[config.mk]
export PLATFORM = sky130hd
export DESIGN_NAME = alu_arbiter_flat
export DESIGN_NICKNAME = d
export VERILOG_FILES = /design/src/rtl/alu_arbiter_if.sv /design/src/rtl/alu_arbiter.sv /design/src/flat_wrapper.sv
export SDC_FILE = /design/constraint.sdc
export NUM_CORES = 1
export LEC_CHECK = 0
export CAP_MARGIN = 30
export CORE_UTILIZATION = 44
export DETAILED_ROUTE_END_ITERATION = 8
export GPL_TIMING_DRIVEN = 0
export PLACE_DENSITY = 0.84
export SLEW_MARGIN = 20
export SYNTH_ARGS = -nofsm -noshare
export SYNTH_HDL_FRONTEND = slang
export SYNTH_SLANG_ARGS = --single-unit
export TNS_END_PERCENT = 20
[constraint.sdc]
create_clock -name clk -period 3.65 [get_ports clk]
set_clock_uncertainty 0.05 [all_clocks]
set_input_delay 0.365 -clock clk [delete_from_list [all_inputs] [get_ports clk]]
set_output_delay 0.365 -clock clk [all_outputs]
set_load 0.02 [all_outputs]
[src/rtl/alu_arbiter_if.sv]
// Handshake bundle between two issuing units, the arbiter and the shared ALU.
// The slave view belongs to the arbiter; the master view to the surrounding units.
`timescale 1ns/1ps
interface alu_arbiter_if;
  logic       req0_valid;
  logic       req0_ready;
  logic [1:0] req0_opcode;
  logic [3:0] req0_a;
  logic [3:0] req0_b;
  logic       req1_valid;
  logic       req1_ready;
  logic [1:0] req1_opcode;
  logic [3:0] req1_a;
  logic [3:0] req1_b;
  logic       rsp0_valid;
  logic       rsp0_ready;
  logic [7:0] rsp0_result;
  logic       rsp1_valid;
  logic       rsp1_ready;
  logic [7:0] rsp1_result;
  logic [1:0] alu_opcode;
  logic [3:0] alu_a;
  logic [3:0] alu_b;
  logic [7:0] alu_result;
  logic       busy;

  modport slave (
    input  req0_valid, req0_opcode, req0_a, req0_b,
    input  req1_valid, req1_opcode, req1_a, req1_b,
    input  rsp0_ready, rsp1_ready, alu_result,
    output req0_ready, req1_ready,
    output rsp0_valid, rsp0_result, rsp1_valid, rsp1_result,
    output alu_opcode, alu_a, alu_b, busy
  );

  modport master (
    output req0_valid, req0_opcode, req0_a, req0_b,
    output req1_valid, req1_opcode, req1_a, req1_b,
    output rsp0_ready, rsp1_ready, alu_result,
    input  req0_ready, req1_ready,
    input  rsp0_valid, rsp0_result, rsp1_valid, rsp1_result,
    input  alu_opcode, alu_a, alu_b, busy
  );
endinterface

[src/rtl/alu_arbiter.sv]
// Round-robin sequencer sharing one ALU between two requesters, one op in flight.
// Operands are registered onto the ALU, the result is sampled after ALU_LAT cycles.
`timescale 1ns/1ps
module alu_arbiter #(
  parameter int unsigned ALU_LAT = 1
) (
  input  logic         clk,
  input  logic         rst_n,
  alu_arbiter_if.slave bus
);
  typedef enum logic [1:0] {IDLE, WAIT, RESP} state_t;

  localparam logic [3:0] LAT_INIT = 4'(ALU_LAT);

  state_t     state_q, state_d;
  logic [3:0] cnt_q, cnt_d;
  logic       owner_q, owner_d;
  logic       last_grant_q, last_grant_d;
  logic [1:0] opcode_q, opcode_d;
  logic [3:0] a_q, a_d;
  logic [3:0] b_q, b_d;
  logic [7:0] result_q, result_d;
  logic       rsp0_valid_q, rsp0_valid_d;
  logic       rsp1_valid_q, rsp1_valid_d;
  logic       busy_q, busy_d;

  logic grant;
  logic idle;
  logic ready0;
  logic ready1;
  logic consumed;

  // On a tie the requester that did not win last time gets the slot.
  always_comb begin
    grant = 1'b0;
    if (bus.req0_valid && bus.req1_valid) grant = ~last_grant_q;
    else if (bus.req1_valid)              grant = 1'b1;
  end

  assign idle     = (state_q == IDLE);
  assign ready0   = idle && bus.req0_valid && !grant;
  assign ready1   = idle && bus.req1_valid && grant;
  assign consumed = (rsp0_valid_q && bus.rsp0_ready) || (rsp1_valid_q && bus.rsp1_ready);

  always_comb begin
    state_d      = state_q;
    cnt_d        = cnt_q;
    owner_d      = owner_q;
    last_grant_d = last_grant_q;
    opcode_d     = opcode_q;
    a_d          = a_q;
    b_d          = b_q;
    result_d     = result_q;
    rsp0_valid_d = rsp0_valid_q;
    rsp1_valid_d = rsp1_valid_q;
    busy_d       = busy_q;
    case (state_q)
      IDLE: begin
        if (ready0 || ready1) begin
          opcode_d     = grant ? bus.req1_opcode : bus.req0_opcode;
          a_d          = grant ? bus.req1_a      : bus.req0_a;
          b_d          = grant ? bus.req1_b      : bus.req0_b;
          owner_d      = grant;
          last_grant_d = grant;
          cnt_d        = LAT_INIT;
          busy_d       = 1'b1;
          state_d      = WAIT;
        end
      end
      WAIT: begin
        cnt_d = cnt_q - 4'd1;
        if (cnt_q == 4'd1) begin
          result_d     = bus.alu_result;
          rsp0_valid_d = ~owner_q;
          rsp1_valid_d = owner_q;
          state_d      = RESP;
        end
      end
      RESP: begin
        if (consumed) begin
          rsp0_valid_d = 1'b0;
          rsp1_valid_d = 1'b0;
          busy_d       = 1'b0;
          state_d      = IDLE;
        end
      end
      default: state_d = IDLE;
    endcase
  end

  always_ff @(posedge clk or negedge rst_n) begin
    if (!rst_n) begin
      state_q      <= IDLE;
      cnt_q        <= 4'd0;
      owner_q      <= 1'b0;
      last_grant_q <= 1'b1;
      opcode_q     <= 2'd0;
      a_q          <= 4'd0;
      b_q          <= 4'd0;
      result_q     <= 8'd0;
      rsp0_valid_q <= 1'b0;
      rsp1_valid_q <= 1'b0;
      busy_q       <= 1'b0;
    end else begin
      state_q      <= state_d;
      cnt_q        <= cnt_d;
      owner_q      <= owner_d;
      last_grant_q <= last_grant_d;
      opcode_q     <= opcode_d;
      a_q          <= a_d;
      b_q          <= b_d;
      result_q     <= result_d;
      rsp0_valid_q <= rsp0_valid_d;
      rsp1_valid_q <= rsp1_valid_d;
      busy_q       <= busy_d;
    end
  end

  assign bus.req0_ready  = ready0;
  assign bus.req1_ready  = ready1;
  assign bus.alu_opcode  = opcode_q;
  assign bus.alu_a       = a_q;
  assign bus.alu_b       = b_q;
  assign bus.busy        = busy_q;
  assign bus.rsp0_valid  = rsp0_valid_q;
  assign bus.rsp1_valid  = rsp1_valid_q;
  // The non-owner port reads zero rather than the captured result.
  assign bus.rsp0_result = rsp0_valid_q ? result_q : 8'd0;
  assign bus.rsp1_result = rsp1_valid_q ? result_q : 8'd0;
endmodule

[src/flat_wrapper.sv]
// flat-port wrapper written by rule: the top's interface ports become plain ports
module alu_arbiter_flat 
#(
  parameter int unsigned ALU_LAT = 1
)
  (clk, rst_n, bus_req0_valid, bus_req0_opcode, bus_req0_a, bus_req0_b, bus_req1_valid, bus_req1_opcode, bus_req1_a, bus_req1_b, bus_rsp0_ready, bus_rsp1_ready, bus_alu_result, bus_req0_ready, bus_req1_ready, bus_rsp0_valid, bus_rsp0_result, bus_rsp1_valid, bus_rsp1_result, bus_alu_opcode, bus_alu_a, bus_alu_b, bus_busy);
  alu_arbiter_if bus_i ();
  input  logic clk;
  input  logic rst_n;
  input wire logic [$bits(bus_i.req0_valid)-1:0] bus_req0_valid;
  input wire logic [$bits(bus_i.req0_opcode)-1:0] bus_req0_opcode;
  input wire logic [$bits(bus_i.req0_a)-1:0] bus_req0_a;
  input wire logic [$bits(bus_i.req0_b)-1:0] bus_req0_b;
  input wire logic [$bits(bus_i.req1_valid)-1:0] bus_req1_valid;
  input wire logic [$bits(bus_i.req1_opcode)-1:0] bus_req1_opcode;
  input wire logic [$bits(bus_i.req1_a)-1:0] bus_req1_a;
  input wire logic [$bits(bus_i.req1_b)-1:0] bus_req1_b;
  input wire logic [$bits(bus_i.rsp0_ready)-1:0] bus_rsp0_ready;
  input wire logic [$bits(bus_i.rsp1_ready)-1:0] bus_rsp1_ready;
  input wire logic [$bits(bus_i.alu_result)-1:0] bus_alu_result;
  output wire logic [$bits(bus_i.req0_ready)-1:0] bus_req0_ready;
  output wire logic [$bits(bus_i.req1_ready)-1:0] bus_req1_ready;
  output wire logic [$bits(bus_i.rsp0_valid)-1:0] bus_rsp0_valid;
  output wire logic [$bits(bus_i.rsp0_result)-1:0] bus_rsp0_result;
  output wire logic [$bits(bus_i.rsp1_valid)-1:0] bus_rsp1_valid;
  output wire logic [$bits(bus_i.rsp1_result)-1:0] bus_rsp1_result;
  output wire logic [$bits(bus_i.alu_opcode)-1:0] bus_alu_opcode;
  output wire logic [$bits(bus_i.alu_a)-1:0] bus_alu_a;
  output wire logic [$bits(bus_i.alu_b)-1:0] bus_alu_b;
  output wire logic [$bits(bus_i.busy)-1:0] bus_busy;
  assign bus_i.req0_valid = bus_req0_valid;
  assign bus_i.req0_opcode = bus_req0_opcode;
  assign bus_i.req0_a = bus_req0_a;
  assign bus_i.req0_b = bus_req0_b;
  assign bus_i.req1_valid = bus_req1_valid;
  assign bus_i.req1_opcode = bus_req1_opcode;
  assign bus_i.req1_a = bus_req1_a;
  assign bus_i.req1_b = bus_req1_b;
  assign bus_i.rsp0_ready = bus_rsp0_ready;
  assign bus_i.rsp1_ready = bus_rsp1_ready;
  assign bus_i.alu_result = bus_alu_result;
  assign bus_req0_ready = bus_i.req0_ready;
  assign bus_req1_ready = bus_i.req1_ready;
  assign bus_rsp0_valid = bus_i.rsp0_valid;
  assign bus_rsp0_result = bus_i.rsp0_result;
  assign bus_rsp1_valid = bus_i.rsp1_valid;
  assign bus_rsp1_result = bus_i.rsp1_result;
  assign bus_alu_opcode = bus_i.alu_opcode;
  assign bus_alu_a = bus_i.alu_a;
  assign bus_alu_b = bus_i.alu_b;
  assign bus_busy = bus_i.busy;
  alu_arbiter #(.ALU_LAT(ALU_LAT)) u_core (.clk(clk), .rst_n(rst_n), .bus(bus_i));
endmodule
==> results.txt, run 1 <==
----------------------------------------------------
[STA]
  Minimum period implied by the final worst setup slack ... 2490 ps
  Setup TNS ... 0 ps
  Total count of max-transition violations in the final report ... 0
  Tightest Pin Transition ... 638 ps
  Number of endpoints failing setup at the final stage ... 0
  RSZ-0062 raised after global routing ... no
  Fmax ... 0.401 GHz
  Final-layout worst hold slack ... 12.1 ps
  Period utilisation layout ... 68.3%
  Fin. Hold Viols ... 0
  Fin worst setup slack ... 1160 ps
  Slew headroom ... between 50% and 60%

[Floorplan]
  Initial core utilization ... 46.9%
  Boundary pin count ... between 60 and 70
  Die extent in y ... 59.5 µm
  Die outline area ... roughly 3500 µm²
  Floorplan Core Area ... roughly 3100 µm²
  Die span in x ... 59.5 µm
  FP Rows ... 20

[Setup path]
  Number of cells on the worst reg-to-reg path ... 5
  Worst Path Max Fanout ... 10
  Logic depth of the worst setup path including buffers ... 5
  Required arrival time at the worst endpoint ... approximately 3200 ps
  Startpoint Class ... input pin
  Kind of cell adding the most delay to the critical path ... buffers and inverters
  Chain of cells forming the critical path ... clkdlybuf4s50_1 -> a21bo_2 -> buf_6 -> nor2_1 -> clkdlybuf4s50_1
  Startpoint of the worst register-to-register path ... u_core.cnt_q[1]
  Number of buffer and inverter instances along the worst setup path ... 3
  Crit path kind ... in2out
  Slowest stage cell on the critical path ... sky130_fd_sc_hd__clkdlybuf4s50_1
  Endpoint type of the worst setup path ... primary output
  Library cell appearing most often on the critical path ... sky130_fd_sc_hd__clkdlybuf4s50_1
  Flop2flop setup slack ... ~1800 ps
  Largest incremental delay on the critical path ... 640 ps
  Critical R2R Capture ... u_core.result_q[4]
  Arrival time of data at the critical path endpoint ... between 2000 and 2500 ps

[Detailed routing]
  Vias after detailed routing ... 1188
  DRC errors left ... 0
  Final antenna-violating net count ... 0
  Overall routed net length ... 3.13 mm
  Total iterations of the first detailed-routing run ... 4
  Drt wl/cell ... 13.3 µm
  Iteration-0 DRC Markers ... 21
  Via density per instance ... 5.06

[Clock tree]
  Number of sinks handled by clock tree synthesis ... 29
  Clock network latency to the later pin of the worst-skew pair ... 320 ps
  Total CTS buffers ... 5
  Number of buffers on the longest clock path ... 2
  Clock transition at the registers of the reported paths ... roughly 90 ps
  CTS tree ... yes
  Root Driver ... sky130_fd_sc_hd__clkbuf_4
  H-tree depth ... 2
  Post_cts resized ... 0
  # Post-CTS Setup Buffers ... 0
  Total of hold buffers inserted after clock tree synthesis ... 0

[Finish]
  Net count, final ... approximately 230
  Layout area overhead ... 51.5%
  Layout cells sized above 1 ... roughly 22%
  Fill cell instance count of the final layout ... 246
  FF/Latch Area ... 727 µm²
  Number of antenna cells inserted ... 0
  Multi-input logic area ... around 700 µm²

[Yosys]
  Combined area of all synthesized cells ... 1460 µm²
  Post-Synth Adder-Cell Area ... 1.72%
  Ranking of synthesized cells by area ... sky130_fd_sc_hd__dfrtp_1 48%, sky130_fd_sc_hd__mux2_2 15%, sky130_fd_sc_hd__mux2_4 8.3%
  Mux share of post-synthesis cell area ... 25.1%
  Portion of the post-synthesis area used by sequential elements ... 50.0%
  Post-synthesis simple-gate area fraction ... 13.8%
  Synthesized flop and latch total ... 29
  Nets in the synthesized netlist ... 155
  Dominant combinational cell family by area after synthesis ... multiplexers
  Area fraction of the dominant cell type after synthesis ... 48.2%
  Share of the synthesized area in compound gates (AO/OA/AOI/OAI) ... about 7.5%
  Synthesized instance count ... 119
  Dominant cell type by area after synthesis ... sky130_fd_sc_hd__dfrtp_1
  Count of different cell masters after synthesis ... 30
  XOR/XNOR share of the synthesized area ... 0%
  Yosys warning count ... 0
  Mean area per synthesized cell ... 12.2 µm²

[Placement]
  Buffers added on ports ... 64
  Post-DP HPWL ... 2.44 mm
  Worst slack at placement ... ~1200 ps
  Routability Congestion ... 0.770

[Power]
  Worst IR Drop VDD ... 0.416 mV
  Leakage ... 0.000945 µW
  Power density of the placed cells ... 842 nW/µm²

[GRT]
  Number of global-route vias before repair ... 1219
  Sum of overflow across all layers after global routing ... 0
  First-pass GRT wire length ... 5.33 mm
  Initial antenna violation count ... 0
  Total global-route track usage ... 21.0%
  Maximum number of pins on one net before global-route repair ... 30

[Min path]
  HP Class ... in2async

[Run]
  Max-cap viol count ... 0

[Outcome]
  Result of the run ... finished, final reports clean

----------------------------------------------------
final cells by class:
cell class	instances	share of cell area, %
multi-input combinational	85	31.8
timing repair buffer	64	28.8
tap	44	2.50
sequential	29	33.0
inverter	3	0.511
clock buffer	8	2.67
buffer	2	0.738
registers in the layout (all words and copies together), names as in the netlist:
signal and count:
u_core.result_q 8, u_core.bus.alu_a 4, u_core.bus.alu_b 4, u_core.cnt_q 4, u_core.bus.alu_opcode 2, u_core.state_q 2
u_core.bus.busy 1, u_core.bus.rsp0_valid 1, u_core.bus.rsp1_valid 1, u_core.last_grant_q 1, u_core.owner_q 1
power by group:
| part | internal [µW] | switching, µW | leakage, µW |
|---|---|---|---|
| clock | 94.9 | 100 | 0.0000326 |
| sequential | 486 | 128 | 0.000341 |
| combinational | 561 | 487 | 0.000571 |
synth_stat cells:
master / number
sky130_fd_sc_hd__nand3_1: 1
sky130_fd_sc_hd__o21ai_1: 1
sky130_fd_sc_hd__nand2_2: 1
sky130_fd_sc_hd__a31oi_1: 1
sky130_fd_sc_hd__a22o_1: 1
sky130_fd_sc_hd__a21bo_2: 1
sky130_fd_sc_hd__nand2b_1: 2
sky130_fd_sc_hd__ha_1: 2
sky130_fd_sc_hd__or3b_2: 1
sky130_fd_sc_hd__nor3b_1: 1
sky130_fd_sc_hd__nand2_1: 3
sky130_fd_sc_hd__a311oi_1: 1
sky130_fd_sc_hd__a21oi_1: 5
sky130_fd_sc_hd__nor2b_1: 2
sky130_fd_sc_hd__mux2_2: 20
sky130_fd_sc_hd__buf_2: 1
sky130_fd_sc_hd__o211ai_1: 1
sky130_fd_sc_hd__and2_1: 16
sky130_fd_sc_hd__dfrtp_1: 28
sky130_fd_sc_hd__nor4_1: 1
sky130_fd_sc_hd__and3_1: 1
sky130_fd_sc_hd__inv_1: 3
sky130_fd_sc_hd__dfstp_2: 1
sky130_fd_sc_hd__a21o_1: 1
sky130_fd_sc_hd__nor2_1: 5
sky130_fd_sc_hd__mux2i_1: 2
sky130_fd_sc_hd__buf_6: 1
sky130_fd_sc_hd__or2_2: 1
sky130_fd_sc_hd__mux2_4: 8
sky130_fd_sc_hd__o21ai_0: 6
logic make-up (layout without fill, tap and decap cells):
group,count (synthesis),count (layout)
simple gates,35,35
mux,30,30
flops,29,29
compound gates,18,18
buf+inv,5,77
fa+ha+maj,2,2
stage by stage:
| step | std cells | area [µm²] | utilization, % | power (µW) |
|---|---|---|---|---|
| after floorplan | 119 | 1460 | - | 1210 |
| after global placement | 227 | 2150 | 69.3 | 1620 |
| after detailed placement | 227 | 2150 | 69.2 | 1680 |
| after CTS | 235 | 2200 | 71.0 | 1880 |
| after global routing | 235 | 2200 | 71.0 | 2000 |
| final | 235 | 2200 | 71.0 | 1860 |
cells in the final DEF (no fill, tap or decap), types with 3 or more instances in the layout:
master,synthesis,routed
sky130_fd_sc_hd__mux2_4,8,8
sky130_fd_sc_hd__mux2_2,20,20
sky130_fd_sc_hd__inv_1,3,3
sky130_fd_sc_hd__nand2_1,3,3
sky130_fd_sc_hd__o21ai_0,6,6
sky130_fd_sc_hd__clkbuf_4,0,5
sky130_fd_sc_hd__and2_1,16,16
sky130_fd_sc_hd__clkdlybuf4s50_1,0,63
sky130_fd_sc_hd__dfrtp_1,28,28
sky130_fd_sc_hd__a21oi_1,5,5
sky130_fd_sc_hd__nor2_1,5,5
worst max path at each step:
stage	from	slack, ps	to
detailed placement	bus_req1_valid	1160	bus_req1_ready
floorplan	u_core.cnt_q[1]	2050	u_core.result_q[0]
CTS	bus_req1_valid	1150	bus_req1_ready
global route	bus_req1_valid	1080	bus_req1_ready
global placement	bus_req1_valid	1160	bus_req1_ready
finish	bus_req1_valid	1160	bus_req1_ready
worst register-to-register path, stage by stage, from the launching register on:
cell and delay, ps:
sky130_fd_sc_hd__dfrtp_1 410, sky130_fd_sc_hd__inv_1 80, sky130_fd_sc_hd__ha_1 150, sky130_fd_sc_hd__nor3b_1 440, sky130_fd_sc_hd__nand2_2 250, sky130_fd_sc_hd__mux2_2 330
per-layer routing:
layer	GRT usage, %	up-vias	part of all wire [%]	wire [µm]
met1	21.1	557	39	1210
met2	37.6	63	48	1510
met3	8.73	8	11	335
met5	0	-	0	0
met4	9.30	0	2.2	70
li1	-	560	-	-
Power figures use the tool's default switching activity.
==> run 2, diff against run 1 <==
--- a/config.mk
+++ b/config.mk
@@ -6,10 +6,10 @@
 export NUM_CORES = 1
 export LEC_CHECK = 0
 export CAP_MARGIN = 30
-export CORE_UTILIZATION = 44
+export CORE_UTILIZATION = 37
 export DETAILED_ROUTE_END_ITERATION = 8
 export GPL_TIMING_DRIVEN = 0
-export PLACE_DENSITY = 0.84
+export PLACE_DENSITY = 0.75
 export SLEW_MARGIN = 20
 export SYNTH_ARGS = -nofsm -noshare
 export SYNTH_HDL_FRONTEND = slang
==> constraint.sdc (replaced) <==
create_clock -name clk -period 2.1 [get_ports clk]
set_clock_uncertainty 0.05 [all_clocks]
set_input_delay 0.21 -clock clk [delete_from_list [all_inputs] [get_ports clk]]
set_output_delay 0.21 -clock clk [all_outputs]
set_load 0.02 [all_outputs]
==> run 2 against run 1 <==
Against the previous run: first-iteration DRC count rose by 33%; final cell count rose by 2.1%; sequential cell count did not move; register-to-register slack got worse by 1500 ps; power rose by 79%; global-route usage fell by 3.8 points; combinational power rose by 70%; critical path depth did not move; critical path type unchanged; critical endpoint unchanged.
==> results.txt, run 2 (synthesis gave the netlist of run 1 again) <==
----------------------------------------------------
[STA]
  Fmax ... 0.517 GHz
  Number of endpoints failing setup at the final stage ... 0
  Tightest Pin Transition ... 645 ps
  RSZ-0062 raised after global routing ... no
  Minimum period implied by the final worst setup slack ... 1930 ps
  Fin. Hold Viols ... 0
  Total count of max-transition violations in the final report ... 0
  Period utilisation layout ... 92.1%
  Slew headroom ... 57.0%

[Clock tree]
  Number of buffers on the longest clock path ... 2
  # Post-CTS Setup Buffers ... 0
  CTS tree ... yes
  Clock network latency to the later pin of the worst-skew pair ... roughly 280 ps
  Total CTS buffers ... 5
  H-tree depth ... 2
  Root Driver ... sky130_fd_sc_hd__clkbuf_8
  Number of sinks handled by clock tree synthesis ... 29
  Clock transition at the registers of the reported paths ... 60 ps

[Finish]
  Layout cells sized above 1 ... 21.9%
  Commonest cells after routing, fill and taps aside ... 61 x sky130_fd_sc_hd__clkdlybuf4s50_1, 28 x sky130_fd_sc_hd__dfrtp_1, 20 x sky130_fd_sc_hd__mux2_2
  Register with the most flip-flops ... u_core.result_q
  Max reg flops ... 8
  Number of antenna cells inserted ... 0
  Final design instance area without fill ... 2250 µm²
  Fill cell instance count of the final layout ... 293
  Layout area overhead ... 54.5%
  Net count, final ... 227
  Commonest non-fill, non-tap cell in the layout ... sky130_fd_sc_hd__clkdlybuf4s50_1
  Post-layout utilization of the core ... between 60 and 70%

[Detailed routing]
  Drt wl/cell ... 12.6 µm
  Overall routed net length ... about 3 mm
  Final antenna-violating net count ... 0
  DRC errors left ... 0
  Total iterations of the first detailed-routing run ... 4
  Via density per instance ... 4.88
  Iteration-0 DRC Markers ... 28
  Vias after detailed routing ... 1172

[Floorplan]
  Die extent in y ... between 60 and 70 µm
  Initial core utilization ... between 30% and 40%
  Die outline area ... ~4200 µm²
  Boundary pin count ... 65
  Floorplan Core Area ... 3720 µm²
  FP Rows ... 22
  Die span in x ... 64.7 µm

[Run]
  Max-cap viol count ... 0

[Setup path]
  Endpoint type of the worst setup path ... primary output
  Number of buffer and inverter instances along the worst setup path ... 3
  Startpoint Class ... input pin
  Crit path kind ... in2out
  Required arrival time at the worst endpoint ... 1840 ps
  Largest incremental delay on the critical path ... 520 ps
  Arrival time of data at the critical path endpoint ... around 1700 ps
  Chain of cells forming the critical path ... clkdlybuf4s50_1 -> a21bo_2 -> buf_6 -> nor2_1 -> dlygate4sd2_1
  Slowest stage cell on the critical path ... sky130_fd_sc_hd__clkdlybuf4s50_1
  Startpoint of the worst register-to-register path ... u_core.cnt_q[1]
  Worst Path Max Fanout ... 10
  Kind of cell adding the most delay to the critical path ... buffers and inverters
  Launch point of the worst path ... bus_req1_valid

[Power]
  Worst IR Drop VDD ... 0.696 mV
  Total chip power ... between 3000 and 4000 µW
  Leakage ... 0.000970 µW
  Power density of the placed cells ... 1480 nW/µm²

[Placement]
  Post-DP HPWL ... between 2 and 2.5 mm
  Routability Congestion ... 0.759
  Total placed instance area ... 2150 µm²
  Buffers added on ports ... 64

[GRT]
  Total global-route track usage ... approximately 17%
  Sum of overflow across all layers after global routing ... 0
  Number of global-route vias before repair ... between 1000 and 1500
  Maximum number of pins on one net before global-route repair ... 30
  Initial antenna violation count ... 0
  First-pass GRT wire length ... 5.33 mm

[Outcome]
  Result of the run ... finished, final reports clean

[Min path]
  HP Class ... in2async

----------------------------------------------------
==> run 2: cell count changes in the layout (fill, tap and decap cells not counted) <==
cell	delta
sky130_fd_sc_hd__clkdlybuf4s50_1	-2
sky130_fd_sc_hd__dlygate4sd3_1	+1
sky130_fd_sc_hd__dlygate4sd2_1	+2
sky130_fd_sc_hd__clkbuf_4	-5
sky130_fd_sc_hd__clkbuf_8	+5
==> run 2: layout make-up <==
class / count / area, µm² / share of cell area, %
multi-input cells: 85 / 701 / 31.2
clock buffers: 8 / 90.1 / 4.01
inverters: 3 / 11.3 / 0.501
repair buffers: 65 / 643 / 28.6
flip-flops and latches: 29 / 727 / 32.3
plain buffers: 2 / 16.3 / 0.723
well taps: 48 / 60.1 / 2.67
==> run 2: report_power, final <==
| group | switching [µW] | leakage [µW] | internal (µW) | total (µW) |
|---|---|---|---|---|
| sequential | 213 | 0.000341 | 846 | 1060 |
| clock | 199 | 0.0000455 | 267 | 465 |
| combinational | 825 | 0.000583 | 969 | 1790 |
==> run 2: final timing paths <==
kind                                       endpoint  slack [ps]  depth (start not counted)
max in group asynchronous  u_core.bus.alu_opcode[0]        1140                          2
max                                  bus_req1_ready         170                          5
max reg2reg                      u_core.result_q[4]         300                          5
min                              u_core.result_q[5]         440                          2
min in group clk                u_core.bus.alu_a[3]         450                          1
min reg2reg                     u_core.bus.alu_a[3]         450                          1
==> run 2: per-stage QoR <==
stage	hold slack, ps	setup TNS [ps]	setup slack [ps]	std cells
final	437	0	166	240
after detailed placement	227	-183	-120	231
after global placement	435	-174	-106	231
after global routing	474	0	65.2	240
after CTS	455	0	163	240
after floorplan	-136	0	497	119
==> run 2: layer usage <==
| metal | up-vias | global-route usage (%) | part of all wire, % |
|---|---|---|---|
| met2 | 64 | 27.1 | 45 |
| met3 | 4 | 6.51 | 8.6 |
| li1 | 560 | - | - |
| met5 | - | 0 | 0 |
| met4 | 0 | 10.6 | 1.6 |
| met1 | 544 | 19.5 | 45 |
==> run 2: what timing repair did <==
item                                   CTS  global route
gates resized for setup                  2             0
hold buffers                             1             0
setup endpoints to repair                2             0
endpoints found under the hold margin   28             0
